==> src/rtl/ej32_ls_if.sv <==
// Load/store request and byte-wide memory bus bundle for the eJ32 sequencer.
// master = control/AU stage plus memory side, slave = the sequencer itself.
interface ej32_ls_if #(
    parameter int DSZ = 32,
    parameter int ASZ = 17
) ();
    // request side
    logic           req;
    logic           we;
    logic [1:0]     sz;
    logic           sext;
    logic [ASZ-1:0] addr;
    logic [DSZ-1:0] wdata;
    logic           bsy;
    logic           done;
    logic           err;
    logic [DSZ-1:0] rdata;
    // byte-wide memory side
    logic [ASZ-1:0] mem_a;
    logic           mem_en;
    logic           mem_we;
    logic [7:0]     mem_wd;
    logic [7:0]     mem_rd;
    logic           mem_rdy;

    modport master (
        output req, we, sz, sext, addr, wdata,
        input  bsy, done, err, rdata,
        input  mem_a, mem_en, mem_we, mem_wd,
        output mem_rd, mem_rdy
    );

    modport slave (
        input  req, we, sz, sext, addr, wdata,
        output bsy, done, err, rdata,
        output mem_a, mem_en, mem_we, mem_wd,
        input  mem_rd, mem_rdy
    );
endinterface

==> src/rtl/ej32_ls.sv <==
// eJ32 load/store sequencer: breaks one byte/short/int access into
// big-endian single-byte transfers on an 8-bit memory bus, assembling
// and extending load data, and slicing store data MSB first.
//
// state  | meaning
// -------+-----------------------------------------------------------
// IDLE   | waiting for req; request is checked for size/alignment here
// XFER   | one byte per mem_rdy cycle, k counts bytes already moved
// DONE   | one-cycle done pulse (err set if the request was rejected)
module ej32_ls #(
    parameter int DSZ = 32,
    parameter int ASZ = 17
) (
    input  logic         clk,
    input  logic         rst,
    ej32_ls_if.slave     bus
);

    localparam logic [1:0] S_IDLE = 2'd0;
    localparam logic [1:0] S_XFER = 2'd1;
    localparam logic [1:0] S_DONE = 2'd2;

    logic [1:0]     state;
    logic [1:0]     state_nx;

    logic           we_l;
    logic           sext_l;
    logic           err_l;
    logic [1:0]     sz_l;
    logic [ASZ-1:0] addr_l;
    logic [DSZ-1:0] wdata_l;
    logic [DSZ-1:0] rdata_r;
    // only the bytes before the final one need storing; the last byte
    // comes straight off mem_rd when the result is formed
    logic [DSZ-9:0] acc;
    logic [1:0]     k;

    logic           reject;
    logic [1:0]     last_k;
    logic           beat;
    logic           last_beat;
    logic [1:0]     byte_sel;
    logic [7:0]     wbyte;
    logic [DSZ-1:0] load_val;

    // size 3 is reserved; shorts need even, ints need word alignment
    always_comb begin
        reject = 1'b0;
        case (bus.sz)
            2'd0:    reject = 1'b0;
            2'd1:    reject = bus.addr[0];
            2'd2:    reject = (bus.addr[1:0] != 2'b00);
            default: reject = 1'b1;
        endcase
    end

    // index of the final byte: byte 0, short 1, int 3
    assign last_k    = {sz_l[1], sz_l[1] | sz_l[0]};
    assign beat      = (state == S_XFER) && bus.mem_rdy;
    assign last_beat = beat && (k == last_k);

    // store data goes out most significant byte first
    assign byte_sel = last_k - k;

    // pick the store byte for the current position
    always_comb begin
        wbyte = 8'h00;
        case (byte_sel)
            2'd0:    wbyte = wdata_l[7:0];
            2'd1:    wbyte = wdata_l[15:8];
            2'd2:    wbyte = wdata_l[23:16];
            default: wbyte = wdata_l[31:24];
        endcase
    end

    // final load result: accumulated bytes plus the byte arriving now
    always_comb begin
        load_val = '0;
        case (sz_l)
            2'd0:    load_val = {{(DSZ-8){sext_l & bus.mem_rd[7]}}, bus.mem_rd};
            2'd1:    load_val = {{(DSZ-16){sext_l & acc[7]}}, acc[7:0], bus.mem_rd};
            default: load_val = {acc, bus.mem_rd};
        endcase
    end

    // next-state decode
    always_comb begin
        state_nx = state;
        case (state)
            S_IDLE: begin
                if (bus.req) begin
                    state_nx = reject ? S_DONE : S_XFER;
                end
            end
            S_XFER: begin
                if (last_beat) begin
                    state_nx = S_DONE;
                end
            end
            S_DONE:  state_nx = S_IDLE;
            default: state_nx = S_IDLE;
        endcase
    end

    // state register, request latches, byte counter and load assembly
    always_ff @(posedge clk) begin
        if (!rst) begin
            state   <= S_IDLE;
            we_l    <= 1'b0;
            sext_l  <= 1'b0;
            err_l   <= 1'b0;
            sz_l    <= 2'd0;
            addr_l  <= '0;
            wdata_l <= '0;
            acc     <= '0;
            k       <= 2'd0;
            rdata_r <= '0;
        end else begin
            state <= state_nx;
            case (state)
                S_IDLE: begin
                    if (bus.req) begin
                        if (reject) begin
                            err_l <= 1'b1;
                        end else begin
                            err_l   <= 1'b0;
                            we_l    <= bus.we;
                            sz_l    <= bus.sz;
                            sext_l  <= bus.sext;
                            addr_l  <= bus.addr;
                            wdata_l <= bus.wdata;
                            acc     <= '0;
                            k       <= 2'd0;
                        end
                    end
                end
                S_XFER: begin
                    if (beat) begin
                        if (!we_l) begin
                            acc <= {acc[DSZ-17:0], bus.mem_rd};
                        end
                        if (last_beat) begin
                            k <= 2'd0;
                            if (!we_l) begin
                                rdata_r <= load_val;
                            end
                        end else begin
                            k <= k + 2'd1;
                        end
                    end
                end
                default: ;
            endcase
        end
    end

    // outputs decode purely from state so they are quiet outside XFER
    always_comb begin
        bus.bsy    = (state != S_IDLE);
        bus.done   = (state == S_DONE);
        bus.err    = (state == S_DONE) && err_l;
        bus.rdata  = rdata_r;
        bus.mem_en = (state == S_XFER);
        bus.mem_we = (state == S_XFER) && we_l;
        bus.mem_a  = '0;
        bus.mem_wd = 8'h00;
        if (state == S_XFER) begin
            bus.mem_a = addr_l + {{(ASZ-2){1'b0}}, k};
        end
        if ((state == S_XFER) && we_l) begin
            bus.mem_wd = wbyte;
        end
    end

endmodule

==> src/flat_wrapper.sv <==
// flat-port wrapper written by rule: the top's interface ports become plain ports
module ej32_ls_flat 
#(
    parameter int DSZ = 32,
    parameter int ASZ = 17
)
  (clk, rst, bus_req, bus_we, bus_sz, bus_sext, bus_addr, bus_wdata, bus_bsy, bus_done, bus_err, bus_rdata, bus_mem_a, bus_mem_en, bus_mem_we, bus_mem_wd, bus_mem_rd, bus_mem_rdy);
  ej32_ls_if #(.DSZ(DSZ), .ASZ(ASZ)) bus_i ();
  input  logic clk;
  input  logic rst;
  input wire logic [$bits(bus_i.req)-1:0] bus_req;
  input wire logic [$bits(bus_i.we)-1:0] bus_we;
  input wire logic [$bits(bus_i.sz)-1:0] bus_sz;
  input wire logic [$bits(bus_i.sext)-1:0] bus_sext;
  input wire logic [$bits(bus_i.addr)-1:0] bus_addr;
  input wire logic [$bits(bus_i.wdata)-1:0] bus_wdata;
  output wire logic [$bits(bus_i.bsy)-1:0] bus_bsy;
  output wire logic [$bits(bus_i.done)-1:0] bus_done;
  output wire logic [$bits(bus_i.err)-1:0] bus_err;
  output wire logic [$bits(bus_i.rdata)-1:0] bus_rdata;
  output wire logic [$bits(bus_i.mem_a)-1:0] bus_mem_a;
  output wire logic [$bits(bus_i.mem_en)-1:0] bus_mem_en;
  output wire logic [$bits(bus_i.mem_we)-1:0] bus_mem_we;
  output wire logic [$bits(bus_i.mem_wd)-1:0] bus_mem_wd;
  input wire logic [$bits(bus_i.mem_rd)-1:0] bus_mem_rd;
  input wire logic [$bits(bus_i.mem_rdy)-1:0] bus_mem_rdy;
  assign bus_i.req = bus_req;
  assign bus_i.we = bus_we;
  assign bus_i.sz = bus_sz;
  assign bus_i.sext = bus_sext;
  assign bus_i.addr = bus_addr;
  assign bus_i.wdata = bus_wdata;
  assign bus_bsy = bus_i.bsy;
  assign bus_done = bus_i.done;
  assign bus_err = bus_i.err;
  assign bus_rdata = bus_i.rdata;
  assign bus_mem_a = bus_i.mem_a;
  assign bus_mem_en = bus_i.mem_en;
  assign bus_mem_we = bus_i.mem_we;
  assign bus_mem_wd = bus_i.mem_wd;
  assign bus_i.mem_rd = bus_mem_rd;
  assign bus_i.mem_rdy = bus_mem_rdy;
  ej32_ls #(.DSZ(DSZ), .ASZ(ASZ)) u_core (.clk(clk), .rst(rst), .bus(bus_i));
endmodule
==> config.mk <==
export PLATFORM = sky130hd
export DESIGN_NAME = ej32_ls_flat
export DESIGN_NICKNAME = d
export VERILOG_FILES = /design/src/rtl/ej32_ls_if.sv /design/src/rtl/ej32_ls.sv /design/src/flat_wrapper.sv
export SDC_FILE = /design/constraint.sdc
export NUM_CORES = 1
export LEC_CHECK = 0
export BUFFER_PORTS_ARGS = -buffer_cell sky130_fd_sc_hd__buf_2
export CAP_MARGIN = 20
export CELL_PAD_IN_SITES_DETAIL_PLACEMENT = 0
export CELL_PAD_IN_SITES_GLOBAL_PLACEMENT = 2
export CORE_MARGIN = 2
export CORE_UTILIZATION = 30
export CTS_CLUSTER_SIZE = 8
export DETAILED_ROUTE_END_ITERATION = 12
export PLACE_DENSITY = 0.91
export REMOVE_ABC_BUFFERS = 1
export SLEW_MARGIN = 5
export SYNTH_ARGS = -nofsm -noshare
export SYNTH_HDL_FRONTEND = slang
export SYNTH_SLANG_ARGS = --single-unit
==> constraint.sdc <==
create_clock -name clk -period 2.7 [get_ports clk]
set_input_delay 0.135 -clock clk [delete_from_list [all_inputs] [get_ports clk]]
set_output_delay 0.135 -clock clk [all_outputs]
set_load 0.05 [all_outputs]
# Yosys cells after proc, flatten, opt, wreduce, memory -nomap -nowiden
# Index checks and enable logic that the tools add are counted.
# W data, S select, Z words.
# classes
multipliers,0
mux,20
eq_ne,13
bitwise_logic,5
order_cmp,0
shifts,0
div,0
reduce_logical,17
add_sub_neg,3
# ops
cell,n
$mux W24,4
$pmux W32 S2,1
$pmux W24 S2,1
$pmux W8 S3,1
$add A17 B2 Y17,1
$mux W17,1
$mux W2,7
$eq A2 B1 Y1 const B,4
$logic_not A2 Y1,4
$mux W8,1
$pmux W2 S2,2
$reduce_and A4 Y1,2
$eq A2 B2 Y1 const B,3
$ne A2 B2 Y1 const B,3
$reduce_bool A2 Y1,3
$reduce_and A5 Y1,1
$logic_and A1 B1 Y1,4
$ne A2 B1 Y1 const B,2
$reduce_and A2 Y1,2
$pmux W1 S3,1
$reduce_and A3 Y1,1
$add A2 B1 Y2 const B,1
$and A1 B1 Y1,2
$eq A2 B2 Y1,1
other kinds (4),5
# word_totals
mem_bits_rw,0
register_bits,114
latchBits,0
output_inout_bits,62
mem_bits_ro,0
mem_count,0

# Depth between registers and ports, before layout
# depth
ltp_word,6
mapped_depth,10
depth_no_buf,7

# Least setup slack after synthesis
# OpenSTA, ideal clock, no wires.
# synth_path
path_kind,reg-to-output
from,reg u_core.state[1]
to,out bus_mem_wd[0]
path_stages_with_launch,7
path_slack_ns,-0.345
required_ns,2.565
arrival_ns,2.910
n_path_buf,2
path_cell_list,dfxtp_1 > clkbuf_1 > nand2b_1 > inv_1 > clkbuf_1 > nand2_1 > a211oi_1
# synth_between
elab_chain_len,3
# synth_rtl
item,line,text
"start, declared",ej32_ls.sv:23,logic [1:0] state;
"start signal, assigned",ej32_ls.sv:119,state <= state_nx;
$eq A2 B1 Y1,--,
via bus_mem_en,flat_wrapper.sv:22,output wire logic [$bits(bus_i.mem_en)-1:0] bus_mem_en;
$logic_and A1 B1 Y1,ej32_ls.sv:170,if ((state == S_XFER) && we_l) begin
$mux W8,ej32_ls.sv:170,
"end, declared",flat_wrapper.sv:24,output wire logic [$bits(bus_i.mem_wd)-1:0] bus_mem_wd;
# The timed path passes the listed nets, and every way through them passes these cells.

# Worst setup path after layout
# layout_path
from,reg u_core.k[1]
to,out bus_mem_a[15]
# layout_between
elab_chain_len,2
# layout_rtl
item,line,text
"start, declared",ej32_ls.sv:36,logic [1:0] k;
"start signal, assigned",ej32_ls.sv:148,k <= k + 2'd1;
$add A17 B2 Y17,ej32_ls.sv:168,"bus.mem_a = addr_l + {{(ASZ-2){1'b0}}, k};"
$mux W17,ej32_ls.sv:167,if (state == S_XFER) begin
"end, declared",flat_wrapper.sv:21,output wire logic [$bits(bus_i.mem_a)-1:0] bus_mem_a;
# Every way passes these cells.

==> summary.txt <==
WS Path Type - flip-flop to output port
Port-buffer cells - 126
pin count of the biggest net entering global routing - 55
Mapped Area - 5010 um2
Layout area overhead - 41.0%
GPL Wtd Cong - 0.771
Syn. warnings - 0
commonest non-fill, non-tap cell in the layout - nand2_1
worst setup path startpoint - u_core.k[1]
post-route minimum period - 2580 ps
Setup crit end kind - output port
DRT Pass-1 Iters - 5
CTS tree - yes
die footprint - 17700 um2
critical path's largest stage delay - 560 ps
initial DRC count - 232
clock sinks - 114
Critical path destination - bus_mem_a[15]
Hold Crit Start - bus_mem_rd[0]
vias per inst - 4.83
Peak Freq - 388 MHz
synth unique cells - 52
initial core utilization - 0.304
io pins - 127
CP Buf/Inv Count - 1
Die Span X - 133 um
H-tree levels - 4
status - finished, final reports clean
FF+latch area - 2280 um2
flop and latch count out of synthesis - 114
GR Util All Layers - 0.166
Crit path depth - 6
# diodes - 0
# DRC - 0
post-synth top area share - 0.456
clock transition at the registers of the reported paths - 50 ps
Multi-input gate area - 2530 um2
critical path fanouts, max - 6
pins over their slew limit - 0
hold path cells - 3
HP Class - primary input to flip-flop
Post-synth EDFFs - 0
Tot Pwr - 0.00462 W
site row count - 47
Worst-Margin Slew - 1060 ps
Post-Synthesis Cells - 616
Synth area leader - dfxtp_1
RSZ-0062 raised after global routing - no
Power Dens Cells - 653 nW/um2
CTS Buf Count - 17
Slowest cell on crit path - or4_4
CP cell instances - ha_1 -> a21oi_1 -> or4_4 -> or4_1 -> nand2_1 -> buf_4
root buffer cell - clkbuf_16
most frequent cells in the layout - 138 x nand2_1, 117 x buf_2, 114 x dfxtp_1
R2R Path Start - u_core.sz_l[0]
setup bufs post-CTS - 0
CP top delay family - simple AND/OR/NAND/NOR gates
Die Ht - 133 um
top cells by area, synth - dfxtp_1 46%, nand2_1 10%, a21oi_1 9.7%
R2R depth - 8
Slew headroom - 0.295
syn avg cell area - 8.13 um2
final core utilization - 0.429
nature of the critical path startpoint - flip-flop
DR vias - 4915
fillers - 1715
max cap viols - 0
Final setup violation count - 0
Longest Clk Path Bufs - 2
maximum VDD drop - 449 uV
Layout Nets - 856
share of cells above drive strength 1 - 0.239
Worst Path Arrival - 2440 ps
Final ANT Viol Nets - 0
Core Area - 16500 um2
initial antenna violation count - 0
period utilization - 0.956
Clock Latency Late Sink - 410 ps
final hold violations - 0
setup TNS - 0 ps
DP Area - 5880 um2
R2R Setup Slk - 510 ps
vias in the first global route - 4622
Clock Skew - 6.23 ps
Seq/Total Area, Yosys - 0.456
first-pass GRT wire length - 23.4 mm
Detailed Place HPWL - 9.51 mm
gr ovfl total - 0
reg2reg end - u_core.bus.rdata[29]
ys flop type - dfxtp_1
ys async rst share - 0
cell leakage power - 2.82 nW
Req. time, crit path - 2570 ps
per-cell routed wire length - 14.3 um
final wirelength - 14.5 mm
Final Cell Area - 7070 um2
[flip-flops by register name, summed over array words and instances, names as in the netlist]
name / cells
u_core.bus.rdata: 32
u_core.wdata_l: 32
u_core.acc: 24
u_core.addr_l: 17
u_core.k: 2
u_core.state: 2
u_core.sz_l: 2
u_core.err_l: 1
u_core.sext_l: 1
u_core.we_l: 1
[report_power, final]
| group | switching (W) | leakage, nW | internal (W) |
|---|---|---|---|
| clock | 0.000748 | 0.280 | 0.00141 |
| combinational | 0.000388 | 1.61 | 0.000252 |
| sequential | 0.0000593 | 0.925 | 0.00176 |
| total | 0.00120 | 2.82 | 0.00342 |
[cell type report]
cell class / instances / area share
clock inverters: 6 / 0.0113
repair buffers: 202 / 0.197
multi-input cells: 445 / 0.358
well taps: 220 / 0.0390
inverters: 7 / 0.00372
clock buffers: 24 / 0.0682
flip-flops and latches: 114 / 0.323
[routing by layer]
layer	GRT usage	wire length, um	vias to the layer above
li1	-	-	2518
met4	0.0526	202	0
met5	0	0	-
met1	0.207	6780	2267
met2	0.277	6810	114
met3	0.0487	748	16
[worst min-delay path: cells and delay by family]
kind,cells,cell delay (ps)
muxes,1,70
and+or+nand+nor,1,70
buffers and inverters,1,120
[stage by stage]
stage | setup slack, ps | std cells | hold slack, ps
after floorplan | -785 | 566 | 271
after global placement | 310 | 930 | 381
after detailed placement | 265 | 930 | 383
after CTS | 24.7 | 1018 | 3.93
after global routing | 13.3 | 1018 | 21.2
final | 120 | 1018 | 23.2
[Yosys cell counts (all sizes together) (7+ instances only)]
cell type and number:
nand2 138, o22ai 8, a221oi 24, a211oi 18, nor2 31, buf 19
o21ai 19, inv 7, nor3 28, a21oi 98, xnor2 8, mux2i 17
clkbuf 31, dfxtp 114
[what timing repair did]
| item | CTS | global route |
|---|---|---|
| gates resized for setup | 7 | 14 |
| hold endpoints to repair | 58 | 0 |
| setup endpoints to repair | 8 | 9 |
| hold buffers | 58 | 0 |
| pin swaps | 0 | 0 |
[how the worst min path moves through the flow]
stage / endpoint
CTS: u_core.bus.rdata[0]
floorplan: u_core.wdata_l[0]
global route: u_core.bus.rdata[0]
finish: u_core.bus.rdata[0]
detailed placement: u_core.wdata_l[16]
global placement: u_core.wdata_l[3]
[cells by family after synthesis]
family	Yosys count	synth area share
AND/OR/NAND/NOR	236	0.210
AO/OA/AOI/OAI	175	0.214
flip-flops	114	0.456
buffers and inverters	57	0.0505
multiplexers	17	0.0340
XOR/XNOR	13	0.0255
adder cells (fa/ha/maj)	4	0.0115
(Power assumes the default switching activity.)
